$ cat src/rtl/tdc_pkg.sv
// Shared types and helpers for the multi-channel TDC controller.
// The state encoding is fixed so that the controller can mirror it in plain localparams.
package tdc_pkg;

   typedef enum logic [1:0] {
      IDLE  = 2'd0,
      CLEAR = 2'd1,
      RUN   = 2'd2,
      DONE  = 2'd3
   } tdc_state_e;

   localparam int unsigned TDC_MAX_W = 64;

   // All-ones marker for a channel with no stop; callers truncate it to their result width.
   function automatic logic [TDC_MAX_W-1:0] TDC_NO_HIT();
      return '1;
   endfunction

endpackage

$ cat src/rtl/tdc_capture_ch.sv
// Per-channel stop capture: latches the first stop count of a measurement and sets hit.
// On a timeout, a channel that was never hit reports the all-ones no-hit marker.
module tdc_capture_ch
   import tdc_pkg::*;
#(
   parameter int unsigned CNT_W = 8
) (
   input  logic             clk,
   input  logic             rst,
   input  logic             clr,
   input  logic             arm,
   input  logic             stop,
   input  logic             force_nohit,
   input  logic [CNT_W-1:0] count,
   output logic             hit,
   output logic [CNT_W-1:0] result
);

   localparam logic [CNT_W-1:0] NO_HIT = CNT_W'(TDC_NO_HIT());

   always_ff @(posedge clk) begin
      if (rst) begin
         hit    <= 1'b0;
         result <= '0;
      end else if (clr) begin
         hit <= 1'b0;
      end else if (arm && stop && !hit) begin
         result <= count;
         hit    <= 1'b1;
      end else if (force_nohit && !hit) begin
         result <= NO_HIT;
      end
   end

endmodule

$ cat src/rtl/tdc_multi_controller.sv
// Multi-channel time-to-digital controller: clear phase, shared coarse counter,
// per-channel first-stop capture, timeout, and optional continuous re-arm.
module tdc_multi_controller
   import tdc_pkg::*;
#(
   parameter int unsigned N_CH         = 2,
   parameter int unsigned CNT_W        = 8,
   parameter int unsigned CLEAR_CYCLES = 2,
   parameter int unsigned MAX_COUNT    = 200
) (
   input  logic                  clk,
   input  logic                  rst,
   input  logic                  start,
   input  logic                  mode_cont,
   input  logic [N_CH-1:0]       stop,
   output logic                  clear,
   output logic                  running,
   output logic                  ready,
   output logic                  timeout,
   output logic [N_CH-1:0]       hit,
   output logic [CNT_W-1:0]      count,
   output logic [N_CH*CNT_W-1:0] result
);

   localparam logic [1:0] ST_IDLE  = IDLE;
   localparam logic [1:0] ST_CLEAR = CLEAR;
   localparam logic [1:0] ST_RUN   = RUN;
   localparam logic [1:0] ST_DONE  = DONE;

   localparam int unsigned      CCW      = (CLEAR_CYCLES > 1) ? $clog2(CLEAR_CYCLES) : 1;
   localparam logic [CCW-1:0]   CLR_LAST = CCW'(CLEAR_CYCLES - 1);
   localparam logic [CNT_W-1:0] CNT_MAX  = CNT_W'(MAX_COUNT);

   logic [1:0]       state;
   logic [CCW-1:0]   clr_cnt;
   logic [CNT_W-1:0] cnt;
   logic             mode_reg;
   logic             timeout_r;
   logic [N_CH-1:0]  hit_w;

   logic accept, restart, launch, arm, all_hit, at_max, force_nohit;

   always_comb begin
      accept      = ((state == ST_IDLE) || (state == ST_DONE)) && start;
      restart     = (state == ST_DONE) && !start && mode_reg && mode_cont;
      launch      = accept || restart;
      arm         = (state == ST_RUN);
      // Stops arriving this cycle count towards completion, so the last hit ends RUN at once.
      all_hit     = &(hit_w | stop);
      at_max      = (cnt == CNT_MAX);
      force_nohit = arm && at_max && !all_hit;
   end

   always_ff @(posedge clk) begin
      if (rst) begin
         state     <= ST_IDLE;
         clr_cnt   <= '0;
         cnt       <= '0;
         mode_reg  <= 1'b0;
         timeout_r <= 1'b0;
      end else begin
         case (state)
            ST_IDLE, ST_DONE: begin
               if (launch) begin
                  state     <= ST_CLEAR;
                  clr_cnt   <= '0;
                  cnt       <= '0;
                  timeout_r <= 1'b0;
                  if (accept)
                     mode_reg <= mode_cont;
               end else if (mode_reg) begin
                  // Continuous mode dropped while in DONE: hold results as a single shot.
                  mode_reg <= 1'b0;
               end
            end
            ST_CLEAR: begin
               if (clr_cnt == CLR_LAST)
                  state <= ST_RUN;
               else
                  clr_cnt <= clr_cnt + 1'b1;
            end
            ST_RUN: begin
               if (all_hit) begin
                  state <= ST_DONE;
               end else if (at_max) begin
                  state     <= ST_DONE;
                  timeout_r <= 1'b1;
               end else begin
                  cnt <= cnt + 1'b1;
               end
            end
            default: state <= ST_IDLE;
         endcase
      end
   end

   for (genvar i = 0; i < N_CH; i++) begin : g_ch
      tdc_capture_ch #(
         .CNT_W(CNT_W)
      ) u_ch (
         .clk        (clk),
         .rst        (rst),
         .clr        (launch),
         .arm        (arm),
         .stop       (stop[i]),
         .force_nohit(force_nohit),
         .count      (cnt),
         .hit        (hit_w[i]),
         .result     (result[i*CNT_W +: CNT_W])
      );
   end

   assign clear   = (state == ST_CLEAR);
   assign running = (state == ST_RUN);
   assign ready   = (state == ST_DONE);
   assign timeout = timeout_r;
   assign hit     = hit_w;
   assign count   = cnt;

endmodule

$ cat config.mk
export PLATFORM = sky130hd
export DESIGN_NAME = tdc_multi_controller
export DESIGN_NICKNAME = d
export VERILOG_FILES = /design/src/rtl/tdc_pkg.sv /design/src/rtl/tdc_capture_ch.sv /design/src/rtl/tdc_multi_controller.sv
export SDC_FILE = /design/constraint.sdc
export NUM_CORES = 1
export LEC_CHECK = 0
export CORE_ASPECT_RATIO = 1.2
export CORE_MARGIN = 2
export CORE_UTILIZATION = 44
export DETAILED_ROUTE_END_ITERATION = 7
export PLACE_DENSITY = 0.87
export REMOVE_ABC_BUFFERS = 1
export SLEW_MARGIN = 15
export SYNTH_ARGS = -nofsm -noshare
export SYNTH_HDL_FRONTEND = slang
export SYNTH_SLANG_ARGS = --single-unit
$ cat constraint.sdc
create_clock -name clk -period 1.9 [get_ports clk]
set_input_delay 0.285 -clock clk [delete_from_list [all_inputs] [get_ports clk]]
set_output_delay 0.285 -clock clk [all_outputs]
set_load 0.01 [all_outputs]
# Word-level counts from Yosys, hierarchy flattened
# Cells that the tools add are included.
[word_totals]
mem_count = 0
latch_bits = 0
out_inout_bits = 30
mem_bits_ro = 0
elab_cells = 78
ramBits = 0
register_bits = 31
in_bits = 6
[op_classes]
div_mod_pow = 0
n_reduce_logical = 33
mux = 21
shifts = 0
mul = 0
order_cmp = 0
bitwise = 2
eq_ne = 11
add_sub_neg = 2
[ops]
columns = ["operator", "count"]
rows = [
  ["8-bit 2-to-1 mux", 7],
  ["8-bit one-hot mux with 2 select lines", 1],
  ["1-bit logical AND", 12],
  ["2-bit AND reduction", 5],
  ["8-bit by 1-bit adder with 8-bit output, second input constant", 1],
  ["8-bit equality test, second input constant", 1],
  ["2-bit 2-to-1 mux", 4],
  ["2-bit inequality test, second input constant", 4],
  ["4-bit AND reduction", 2],
  ["2-bit nonzero test", 4],
  ["1-bit 2-to-1 mux", 6],
  ["2-bit one-hot mux with 3 select lines", 1],
  ["2-bit equality test, second input constant", 2],
  ["1-bit logical NOT", 4],
  ["2-bit by 1-bit inequality test with 1-bit output, second input constant", 2],
  ["1-bit one-hot mux with 2 select lines", 2],
  ["2-bit OR reduction", 2],
  ["3-bit inequality test, second input constant", 1],
  ["3-bit AND reduction", 1],
  ["2-bit by 1-bit equality test with 1-bit output, second input constant", 1],
  ["2-bit logical NOT", 1],
  ["1-bit logical OR", 2],
  ["2-bit OR", 1],
  ["1-bit adder, second input constant", 1],
  ["1-bit inverter", 1],
]

# Longest topological paths before layout
[logic_depth]
word_depth = 7
mapped_depth = 8
ltp_nobuf = 7

# Modules after synthesis
# Synthesis repeated with hierarchy kept, for this count alone.
[unflattened]
hier_cells = 144
area_unflattened_um2 = 1493.9
[modules_own_cells]
columns = ["mod", "area_each_um2", "cells_per_inst", "n_inst"]
rows = [
  ["tdc_multi_controller", 848.3, 96, 1],
  ["tdc_capture_ch", 322.8, 24, 2],
]

# Worst setup path before layout
# No wires, ideal clock.
[synth_timing]
path_type = "register -> register"
from = "reg state[0]"
to = "reg cnt[7] (netlist: count[7])"
path_stages_with_launch = 8
slack_ps = -31
period_less_slack_ps = 1931
n_path_buf = 1
setup_time_ps = 66
t_arrival_ps = 1865
required_ps = 1834
cell_sequence = "dfxtp_1 -> inv_1 -> ha_1 -> and3b_1 -> buf_6 -> or4_1 -> a21o_1 -> a21oi_2"
[synth_between]
elab_chain_cells = 7
word_cells_on_any_way = 16
[synth_rtl]
columns = ["element", "line", "rtl"]
rows = [
  ["start: declaration", "tdc_multi_controller.sv:34", "logic [1:0] state;"],
  ["start signal: assignment", "tdc_multi_controller.sv:56", "state <= ST_IDLE;"],
  ["start signal: assignment", "tdc_multi_controller.sv:65", "state <= ST_CLEAR;"],
  ["start signal: assignment", "tdc_multi_controller.sv:78", "state <= ST_RUN;"],
  ["2-bit equality test", "tdc_multi_controller.sv:44, tdc_multi_controller.sv:45, tdc_multi_controller.sv:62", ""],
  ["1-bit logical AND (3 in a row)", "tdc_multi_controller.sv:45", "restart = (state == ST_DONE) && !start && mode_reg && mode_cont;"],
  ["1-bit logical OR", "tdc_multi_controller.sv:46", "launch = accept || restart;"],
  ["2-bit by 1-bit inequality test with 1-bit output (no source line)", "-", ""],
  ["4-bit AND reduction (no source line)", "-", ""],
  ["end signal: assignment", "tdc_multi_controller.sv:89", "cnt <= cnt + 1'b1;"],
  ["end: declaration", "tdc_multi_controller.sv:36", "logic [CNT_W-1:0] cnt;"],
]
# Several ways; a longest one is shown, not always the timed one.
# A chain may end at the register's enable or synchronous reset.

# Final worst setup path
[layout_timing]
from = "reg state[0]"
to = "out clear"
[layout_between]
elab_chain_cells = 1
[layout_rtl]
columns = ["element", "line", "rtl"]
rows = [
  ["2-bit by 1-bit equality test with 1-bit output", "tdc_multi_controller.sv:113", "assign clear = (state == ST_CLEAR);"],
  ["end: declaration", "tdc_multi_controller.sv:16", "output logic clear,"],
]
# Every way passes these cells.

==> key figures <==
Run status
  – Status: finished clean

Global route
  – Met1 usage: 0.249
  – Number of global-route vias before repair: 1444
  – GR peak layer: met2
  – Total GRT Usage: 0.232
  – Largest net degree at the start of global routing: 16
  – Routing usage on met2: 0.410
  – First-pass GRT wire length: 6600 um
  – Gr ovfl total: 0
  – Antenna violations before repair: 0
  – Met3 Usage GRT: 0.0536

Power
  – Leakage Power: 0.838 nW
  – Pwr Density: 1200 nW/um2
  – IR drop worst, VDD: between 1 and 1.5 mV
  – Power, Total: around 2.5 mW

Routing
  – Vias: 1489
  – Final WL: 3970 um
  – Detailed-route wire length per cell: 14.7 um
  – DR iter-0 viols: 55
  – Pre-antenna DRT Iters: 4
  – Routed vias/inst: around 5.5
  – Drc violations: 0
  – Final antenna-violating net count: 0

Cells and area
  – Post-layout nets: about 250
  – Largest Register: g_ch.u_ch.result
  – Final Core Density: 0.645
  – Sequential cell area: 622 um2
  – Fillcell total: 298
  – Diodes inserted: 0
  – Most frequent cells in the layout: 37 x nor2_1, 35 x clkdlybuf4s50_1, 30 x dfxtp_1
  – Layout Cells excl Fill: 271
  – Largest register FFs: 16
  – Fraction of layout cells with a size suffix above 1: 0.192
  – Synthesis-to-finish area growth: 43.9%
  – Multi-input logic area: between 700 and 800 um2
  – Commonest non-fill, non-tap cell in the layout: nor2_1

Worst setup path
  – Largest stage delay, worst path: 0.55 ns
  – Capturing element type of the critical path: output pin
  – Crit-path cells: buf_4 > ha_1 > clkdlybuf4s50_1
  – Buf/Inv on CP: 2
  – Delay-heaviest family, CP: buffers and inverters
  – Signal arrival time at the worst endpoint: 1.54 ns
  – Critical path class: reg -> out
  – WP data required: 1.62 ns
  – Critical path's slowest cell: clkdlybuf4s50_1
  – Critical Path Start Type: register
  – Crit Path Max Fanout: 4

Clock network
  – CTS sink count: 31
  – Worst-Skew Late Latency: 0.29 ns
  – Maximum root-to-sink buffer count: 2
  – # hold bufs at CTS: 0
  – H-tree levels: 2
  – Root Buffer: clkbuf_8
  – CTS tree: built
  – Total CTS buffers: 5
  – Clock transition at the registers of the reported paths: 0.07 ns

Timing
  – RSZ-0062 raised after global routing: no
  – Hold slack final: 0.494 ns
  – Fmax: 549 MHz
  – Fin. Hold Viols: 0
  – Final Setup Violations: 0
  – Max-slew headroom: 0.781
  – Pins Over Slew Limit: 0
  – Tcrit/Tclk final: 0.959
  – Worst Max-Slew Pin Slew: 0.327 ns
  – Final worst path period need: 1.82 ns
  – Clock Skew: between 0.003 and 0.004 ns
  – Slack of the critical path: 0.0781 ns

Placed design
  – IO buf count: 35
  – Post-placement setup slack: -0.0376 ns
  – Final GP Congestion: 0.889
  – Detailed placement HPWL: roughly 2800 um
  – Placed Cells incl. Taps: 263

Synth
  – Seq/Total Area, Yosys: 0.422
  – Yosys reg bits: 31
  – Largest family of logic cells by synthesized area: simple AND/OR/NAND/NOR gates
  – Post-Synth Simple-Gate Area: 0.315
  – Adder-cell area share of the yosys netlist: 0.0511
  – Compound-cell area share of the yosys netlist: 0.155
  – Distinct cell type count after synthesis: 41
  – Post-synthesis xor/xnor area fraction: 0
  – Ys Warns: 0
  – Mux contribution to synthesized area: 0
  – Synth Instances: 181
  – Avg Cell Area, Syn: 8.12 um2
  – Synthesized area: 1470 um2

Floorplanning
  – Core Region: 3280 um2
  – Die area: 3820 um2
  – Cell Rows: 23
  – Starting Density: 0.448
  – Die height: 67.3 um
  – I/O pins: 36
  – Die W: 56.8 um

Worst hold path
  – Hold crit path type: reg -> reg

Run
  – Max-cap violation count: 0
==> cell usage after synthesis <==
library cell	number	share of area
o31ai_1	1	0.0051
buf_6	1	0.0077
nor2b_1	1	0.0043
nand3b_1	3	0.015
a211oi_2	2	0.017
ha_1	6	0.051
nor3b_1	1	0.0051
and4b_1	1	0.0068
a21o_1	2	0.010
o22ai_1	1	0.0043
nor3b_2	1	0.0085
o21bai_1	1	0.0051
a21oi_1	10	0.034
inv_1	6	0.015
a41oi_1	1	0.0060
a22oi_1	2	0.010
buf_2	4	0.014
nand4_2	1	0.0085
nor4_1	1	0.0043
nor3_1	21	0.071
nor2_1	37	0.094
a21o_2	1	0.0060
or4_1	2	0.010
nand2b_1	3	0.013
and3b_1	1	0.0060
clkbuf_1	4	0.010
nand3_1	5	0.017
a31oi_1	1	0.0043
nand4_1	1	0.0043
o21ai_0	2	0.0068
dfxtp_1	31	0.42
o21ai_1	1	0.0034
nand2_1	13	0.033
or2_2	1	0.0043
o22a_1	1	0.0060
a21oi_2	1	0.0060
buf_4	2	0.010
a22o_1	3	0.018
o21ba_2	1	0.0068
or3_1	2	0.0085
a211o_1	1	0.0060
==> worst register-to-register path, stage by stage (launching register included) <==
cell and delay [ns]:
dfxtp_1 0.33, buf_4 0.15, ha_4 0.15, nand3_2 0.08, and3b_2 0.23, or4_1 0.53, a21o_1 0.17, a21oi_1 0.10
==> cell type report <==
type | instances | area share
multi-input combinational | 133 | 0.378
clock buffer | 6 | 0.0390
timing repair buffer | 56 | 0.240
clock inverter | 2 | 0.0166
inverter | 6 | 0.0106
tap | 37 | 0.0219
sequential | 31 | 0.294
==> timing repair <==
| item | CTS | global route |
|---|---|---|
| resized for setup | 0 | 9 |
| endpoints found under the setup margin | 0 | 17 |
| setup buffers | 0 | 0 |
==> cell families (layout without fill, tap and decap cells) <==
group,Yosys count,after routing
adder cells (fa/ha/maj),6,6
flip-flops,31,31
AO/OA/AOI/OAI,32,32
buffers and inverters,17,70
AND/OR/NAND/NOR,95,95
==> power by group <==
group / switching (mW) / internal (mW)
Sequential: 0.0613 / 0.743
Combinational: 0.552 / 0.505
Clock: 0.260 / 0.424
==> routing by layer <==
layer,part of all wire,vias up,wire (um)
met4,0.023,0,91
met3,0.055,11,220
met1,0.40,694,1600
met2,0.52,50,2060
met5,0,-,0
li1,-,734,-
==> final timing paths <==
path,slack (ns),cells past startpoint,to,start
hold reg to reg,0.49,1,timeout,timeout
setup / recovery,0.08,3,clear,state[0]
hold / removal,0.49,1,timeout,timeout
setup reg to reg,0.10,7,count[6],state[0]
==> per-stage QoR <==
step | area [um2] | setup TNS (ns)
final | 2120 | 0
after global routing | 2120 | 0
after global placement | 1960 | -0.00513
after floorplan | 1410 | 0
after CTS | 2080 | 0
after detailed placement | 1960 | -0.0930
No activity file was read; power rests on OpenSTA's default activity.
